`src/rtl/multicycle_main_control.sv`:
```
// Main control FSM for the multicycle MIPS datapath.
// It sequences fetch, decode, execute, memory and writeback, and drives every
// datapath enable and mux select plus the 2-bit ALUOP for the ALU control decoder.
// Optional feature macro: ILLEGAL_OP_TRAP_EN. When it is defined, an unknown
// opcode parks the FSM in TRAP with a sticky illegal_op flag. When it is not
// defined, an unknown opcode is executed as a NOP.
module multicycle_main_control #(
  parameter logic [5:0] OP_RTYPE = 6'd0,
  parameter logic [5:0] OP_LW    = 6'd35,
  parameter logic [5:0] OP_SW    = 6'd43,
  parameter logic [5:0] OP_BEQ   = 6'd4,
  parameter logic [5:0] OP_J     = 6'd2,
  parameter logic [5:0] OP_ADDI  = 6'd8
) (
  input  logic       clk,
  input  logic       reset,
  input  logic [5:0] opcode,
  input  logic       mem_ready,
  output logic       pc_write,
  output logic       pc_write_cond,
  output logic       iord,
  output logic       mem_read,
  output logic       mem_write,
  output logic       ir_write,
  output logic       mem_to_reg,
  output logic       reg_write,
  output logic       reg_dst,
  output logic       alu_src_a,
  output logic [1:0] alu_src_b,
  output logic [1:0] ALUOP,
  output logic [1:0] pc_source,
  output logic       instr_done,
  output logic       illegal_op,
  output logic [3:0] state
);

  typedef enum logic [3:0] {
    FETCH  = 4'd0,
    DECODE = 4'd1,
    MEMADR = 4'd2,
    MEMRD  = 4'd3,
    MEMWB  = 4'd4,
    MEMWR  = 4'd5,
    EXEC   = 4'd6,
    ALUWB  = 4'd7,
    BRANCH = 4'd8,
    ADDIEX = 4'd9,
    ADDIWB = 4'd10,
    JUMP   = 4'd11,
    TRAP   = 4'd12
  } state_t;

  state_t     state_q;
  state_t     state_d;
  logic [5:0] op_q;
  logic       illegal_q;
  logic       op_known;

  assign op_known = (opcode == OP_RTYPE) || (opcode == OP_LW) || (opcode == OP_SW) ||
                    (opcode == OP_BEQ)   || (opcode == OP_J)  || (opcode == OP_ADDI);

  // State register. Reset returns to FETCH immediately.
  always_ff @(posedge clk or posedge reset) begin
    if (reset) state_q <= FETCH;
    else       state_q <= state_d;
  end

  // Opcode is latched in DECODE so that MEMADR ignores later changes to IR.
  always_ff @(posedge clk or posedge reset) begin
    if (reset)                 op_q <= '0;
    else if (state_q == DECODE) op_q <= opcode;
  end

`ifdef ILLEGAL_OP_TRAP_EN
  // Sticky illegal-opcode flag. It is set on entry to TRAP, so it is already
  // high during the first TRAP cycle.
  always_ff @(posedge clk or posedge reset) begin
    if (reset)                illegal_q <= 1'b0;
    else if (state_d == TRAP) illegal_q <= 1'b1;
  end
`else
  assign illegal_q = 1'b0;
`endif

  // Next-state logic.
  always_comb begin
    state_d = state_q;
    case (state_q)
      FETCH:  if (mem_ready) state_d = DECODE;
      DECODE: begin
        if ((opcode == OP_LW) || (opcode == OP_SW)) state_d = MEMADR;
        else if (opcode == OP_RTYPE)                state_d = EXEC;
        else if (opcode == OP_BEQ)                  state_d = BRANCH;
        else if (opcode == OP_J)                    state_d = JUMP;
        else if (opcode == OP_ADDI)                 state_d = ADDIEX;
        else begin
`ifdef ILLEGAL_OP_TRAP_EN
          state_d = TRAP;
`else
          state_d = FETCH;
`endif
        end
      end
      MEMADR: state_d = (op_q == OP_LW) ? MEMRD : MEMWR;
      MEMRD:  if (mem_ready) state_d = MEMWB;
      MEMWB:  state_d = FETCH;
      MEMWR:  if (mem_ready) state_d = FETCH;
      EXEC:   state_d = ALUWB;
      ALUWB:  state_d = FETCH;
      BRANCH: state_d = FETCH;
      ADDIEX: state_d = ADDIWB;
      ADDIWB: state_d = FETCH;
      JUMP:   state_d = FETCH;
      TRAP:   state_d = TRAP;
      default: state_d = FETCH;
    endcase
  end

  // Output decode. These are Moore outputs, except the mem_ready-qualified
  // strobes. Every output is gated low while reset is asserted.
  always_comb begin
    pc_write      = 1'b0;
    pc_write_cond = 1'b0;
    iord          = 1'b0;
    mem_read      = 1'b0;
    mem_write     = 1'b0;
    ir_write      = 1'b0;
    mem_to_reg    = 1'b0;
    reg_write     = 1'b0;
    reg_dst       = 1'b0;
    alu_src_a     = 1'b0;
    alu_src_b     = 2'b00;
    ALUOP         = 2'b00;
    pc_source     = 2'b00;
    instr_done    = 1'b0;
    illegal_op    = 1'b0;
    state         = '0;
    if (!reset) begin
      state      = state_q;
      illegal_op = illegal_q;
      case (state_q)
        FETCH: begin
          mem_read  = 1'b1;
          alu_src_b = 2'b01;
          ir_write  = mem_ready;
          pc_write  = mem_ready;
        end
        DECODE: begin
          alu_src_b = 2'b11;
`ifndef ILLEGAL_OP_TRAP_EN
          instr_done = ~op_known;
`endif
        end
        MEMADR: begin
          alu_src_a = 1'b1;
          alu_src_b = 2'b10;
        end
        MEMRD: begin
          mem_read = 1'b1;
          iord     = 1'b1;
        end
        MEMWB: begin
          reg_write  = 1'b1;
          mem_to_reg = 1'b1;
          instr_done = 1'b1;
        end
        MEMWR: begin
          mem_write  = 1'b1;
          iord       = 1'b1;
          instr_done = mem_ready;
        end
        EXEC: begin
          alu_src_a = 1'b1;
          ALUOP     = 2'b10;
        end
        ALUWB: begin
          reg_write  = 1'b1;
          reg_dst    = 1'b1;
          instr_done = 1'b1;
        end
        BRANCH: begin
          alu_src_a     = 1'b1;
          ALUOP         = 2'b01;
          pc_write_cond = 1'b1;
          pc_source     = 2'b01;
          instr_done    = 1'b1;
        end
        ADDIEX: begin
          alu_src_a = 1'b1;
          alu_src_b = 2'b10;
        end
        ADDIWB: begin
          reg_write  = 1'b1;
          instr_done = 1'b1;
        end
        JUMP: begin
          pc_write   = 1'b1;
          pc_source  = 2'b10;
          instr_done = 1'b1;
        end
        default: ;
      endcase
    end
  end

endmodule

```
`config.mk`:
```
export PLATFORM = sky130hd
export DESIGN_NAME = multicycle_main_control
export DESIGN_NICKNAME = d
export VERILOG_FILES = /design/src/rtl/multicycle_main_control.sv
export SDC_FILE = /design/constraint.sdc
export NUM_CORES = 1
export LEC_CHECK = 0
export CAP_MARGIN = 20
export CORE_MARGIN = 2
export CORE_UTILIZATION = 25
export CTS_CLUSTER_SIZE = 10
export DETAILED_ROUTE_END_ITERATION = 7
export PLACE_DENSITY_LB_ADDON = 0.12
export SYNTH_ARGS = -nofsm -noshare
export SYNTH_HDL_FRONTEND = slang
export SYNTH_SLANG_ARGS = --single-unit
```
`constraint.sdc`:
```
create_clock -name clk -period 2.05 [get_ports clk]
set_input_delay 0.205 -clock clk [delete_from_list [all_inputs] [get_ports clk]]
set_output_delay 0.205 -clock clk [all_outputs]
set_load 0.1 [all_outputs]
```
==> results.yml <==
logic_synthesis:
  synth_ff_type: "dfrtp_1"
  synth_edf_count: 0
  yosysSeqAreaShare_pct: 27.9
  synth_warnings: 0
  ys_ff_latch: 10
  ys_types: 39
  avgSynthCellArea_sq_um: 8.02
  async_flop_share_pct: 100
  synthCells: 112
  synth.net_count: 121
  synth_area_sq_um: 898
routing:
  dr.pass1.iters: 4
  vias: 963
  ant_nets: 0
  drt_iter0_markers: 17
  drt_wl_total_mm: 2.79
  avgViaCountPerCell: 4.99
  drc: 0
  wl_per_cell_um: 14.5
setup_path:
  slowest_delay_ns: 0.53
  cp_max_fo: 7
  worstPathCellList: "clkdlybuf4s50_1 -> nor4_2 -> o21ai_0 -> a32o_2 -> buf_12"
  end_kind: "output port"
  crit_buf_inv: 2
  cp-start-kind: "primary input"
  reg2reg_depth: 3
  critPathArrivalTime_ns: 1.68
  crit_type: "in -> out"
  crit_slowest_cell: "clkdlybuf4s50_1"
  r2r_setup_slack_ns: 0.52
  worst_ep_required_time_ns: 1.85
  reg2reg_from: "state_q[3]$_DFFE_PP0P_"
  crit_family: "buffers and inverters"
  timing.rr.end: "state_q[2]$_DFFE_PP0P_"
global_routing:
  grtUsageTotal_pct: 14.8
  grt_pass1_vias: 975
  antenna_found_initial: 0
  overflow: 0
  grt_max_degree: 19
  grt_pass1_wl_mm: 4.79
clocking:
  numCtsBuffers: 3
  clk_latency_ns: 0.25
  cts.sinks: 10
  cts_tree: "built"
  clockBufferDepth: 2
  clkTransAtPathRegs_ns: 0.06
  cts_root_buf: "clkbuf_4"
  h-tree-depth: 1
die:
  dieArea_sq_um: 4090
  die_y_um: 63.9
  io_pins: 31
  start_util_pct: 26.5
  chipWidth_um: 63.9
  num_rows: 21
  design.core.area_sq_um: 3390
layout:
  area_delta_synth_final_pct: 85.5
  n_fill_cell: 314
  seqCellArea_sq_um: 255
  multi_input_area_sq_um: 716
  mostFrequentLayoutCell: "buf_12"
  final_nets: 157
  drive_gt1_share_pct: 46.3
  fin_cells: 193
  layout_common_cells: "21 x buf_12, 12 x buf_4, 10 x nand2_1, 8 x clkdlybuf4s50_1"
  diodes: 0
  fin_util_pct: 49.2
sta:
  holdWs_ns: 0.394
  fin_crit_sh_pct: 92.2
  fin_crit_ns: 1.89
  slew_viol_final: 0
  hold_viol: 0
  fmax_ghz: 0.529
  setup_viol: 0
  setup_slack_ns: 0.161
  finalClockSkew_ns: 0.000923
  rsz0062_at_grt: "no"
pwr:
  cellPowerDensity_nw_per_um2: 770
  switchingPower_mw: 0.586
  pwr-share-clk_pct: 13.0
  leakage_nw: 0.625
  p_seq_share_pct: 26.8
  swShare_pct: 45.7
  vdd_drop_max_v: 0.000502
  finalPower_mw: 1.28
  p_int_mw: 0.697
  combPwrFrac_pct: 60.2
place:
  numPlacedInstances: 189
  gp_congestion: 0.840
  dp_hpwl_mm: 2.25
  io_buffers: 29
  dp_slack_ns: 0.126
outcome:
  run_status: "finished, final reports clean"
job:
  drv_cap: 0
hold_path:
  hp-class: "in -> async"
[area by class of cell]
| class | count | share of cell area [%] |
|---|---|---|
| Clock buffer | 4 | 2.18 |
| Inverter | 3 | 0.676 |
| Multi-Input combinational cell | 89 | 42.9 |
| Sequential cell | 10 | 15.3 |
| Tap cell | 46 | 3.45 |
| Timing Repair Buffer | 41 | 35.4 |
[per-stage QoR]
stage,TNS (ns),area [sq um]
3_5_place_dp,0,1610
2_1_floorplan,-1.50,1020
4_1_cts,0,1650
6_report,0,1670
5_1_grt,0,1670
3_3_place_gp,0,1610
[kinds of logic (layout without fill, tap and decap cells)]
| family | after synthesis | after routing | synth area share, % |
|---|---|---|---|
| buf+inv | 13 | 48 | 7.94 |
| mux | 6 | 6 | 7.52 |
| flops | 10 | 10 | 27.9 |
| other cells | 1 | 1 | 0.417 |
| compound gates | 24 | 24 | 17.0 |
| simple gates | 55 | 55 | 36.4 |
| xor+xnor | 3 | 3 | 2.93 |
[state kept, by name, summed over array words and instances (netlist names)]
signal	cells
op_q	6
state_q	4
[routing by layer]
| layer | up-vias | GRT usage [%] | part of all wire (%) |
|---|---|---|---|
| li1 | 472 | - | - |
| met1 | 463 | 19.3 | 43 |
| met2 | 26 | 24.7 | 50 |
| met3 | 2 | 3.52 | 6.0 |
| met4 | 0 | 3.26 | 0.86 |
| met5 | - | 0 | 0 |
[cell usage after synthesis (all sizes together) (3+ instances only)]
master / instances / area (sq um)
buf: 7 / 48.8
dfrtp: 10 / 250
o21ai: 7 / 35.0
nor4: 3 / 18.8
a21oi: 6 / 30.0
clkbuf: 3 / 11.3
nor3b: 4 / 30.0
nand2: 10 / 37.5
and3: 3 / 18.8
mux2: 6 / 67.6
o211ai: 3 / 22.5
nor2b: 9 / 56.3
nor2: 9 / 33.8
inv: 3 / 11.3
nor3: 4 / 20.0
[what timing repair did]
| item | in CTS | in global routing |
|---|---|---|
| buffers inserted | 0 | 0 |
| resized for setup | 2 | 5 |
| hold buffers | 0 | 0 |
| setup endpoints to repair | 2 | 6 |
| endpoints found under the hold margin | 0 | 0 |
[power by group through the flow]
stage	sequential [mW]	combinational [mW]	clock, mW
final	0.344	0.773	0.167
after global routing	0.356	0.818	0.187
after CTS	0.341	0.776	0.173
after detailed placement	0.345	0.773	0
after global placement	0.341	0.766	0
after floorplan	0.299	0.547	0
[worst register-to-register path, stage by stage, from the launching register on]
cell and delay [ns]:
dfrtp_2 0.52, buf_4 0.23, or4b_2 0.62, nand4_1 0.10
[how the worst max path moves through the flow]
| stage | startpoint | slack (ns) | cells after the start | end |
|---|---|---|---|---|
| final | opcode[1] | 0.16 | 5 | instr_done |
| after global routing | opcode[1] | 0.08 | 5 | instr_done |
| after CTS | state_q[1]$_DFFE_PP0P_ | 0.04 | 4 | instr_done |
| after detailed placement | opcode[1] | 0.13 | 5 | instr_done |
| after global placement | opcode[1] | 0.19 | 5 | instr_done |
| after floorplan | state_q[1]$_DFFE_PP0P_ | -0.40 | 5 | ir_write |
(Power assumes the default switching activity.)
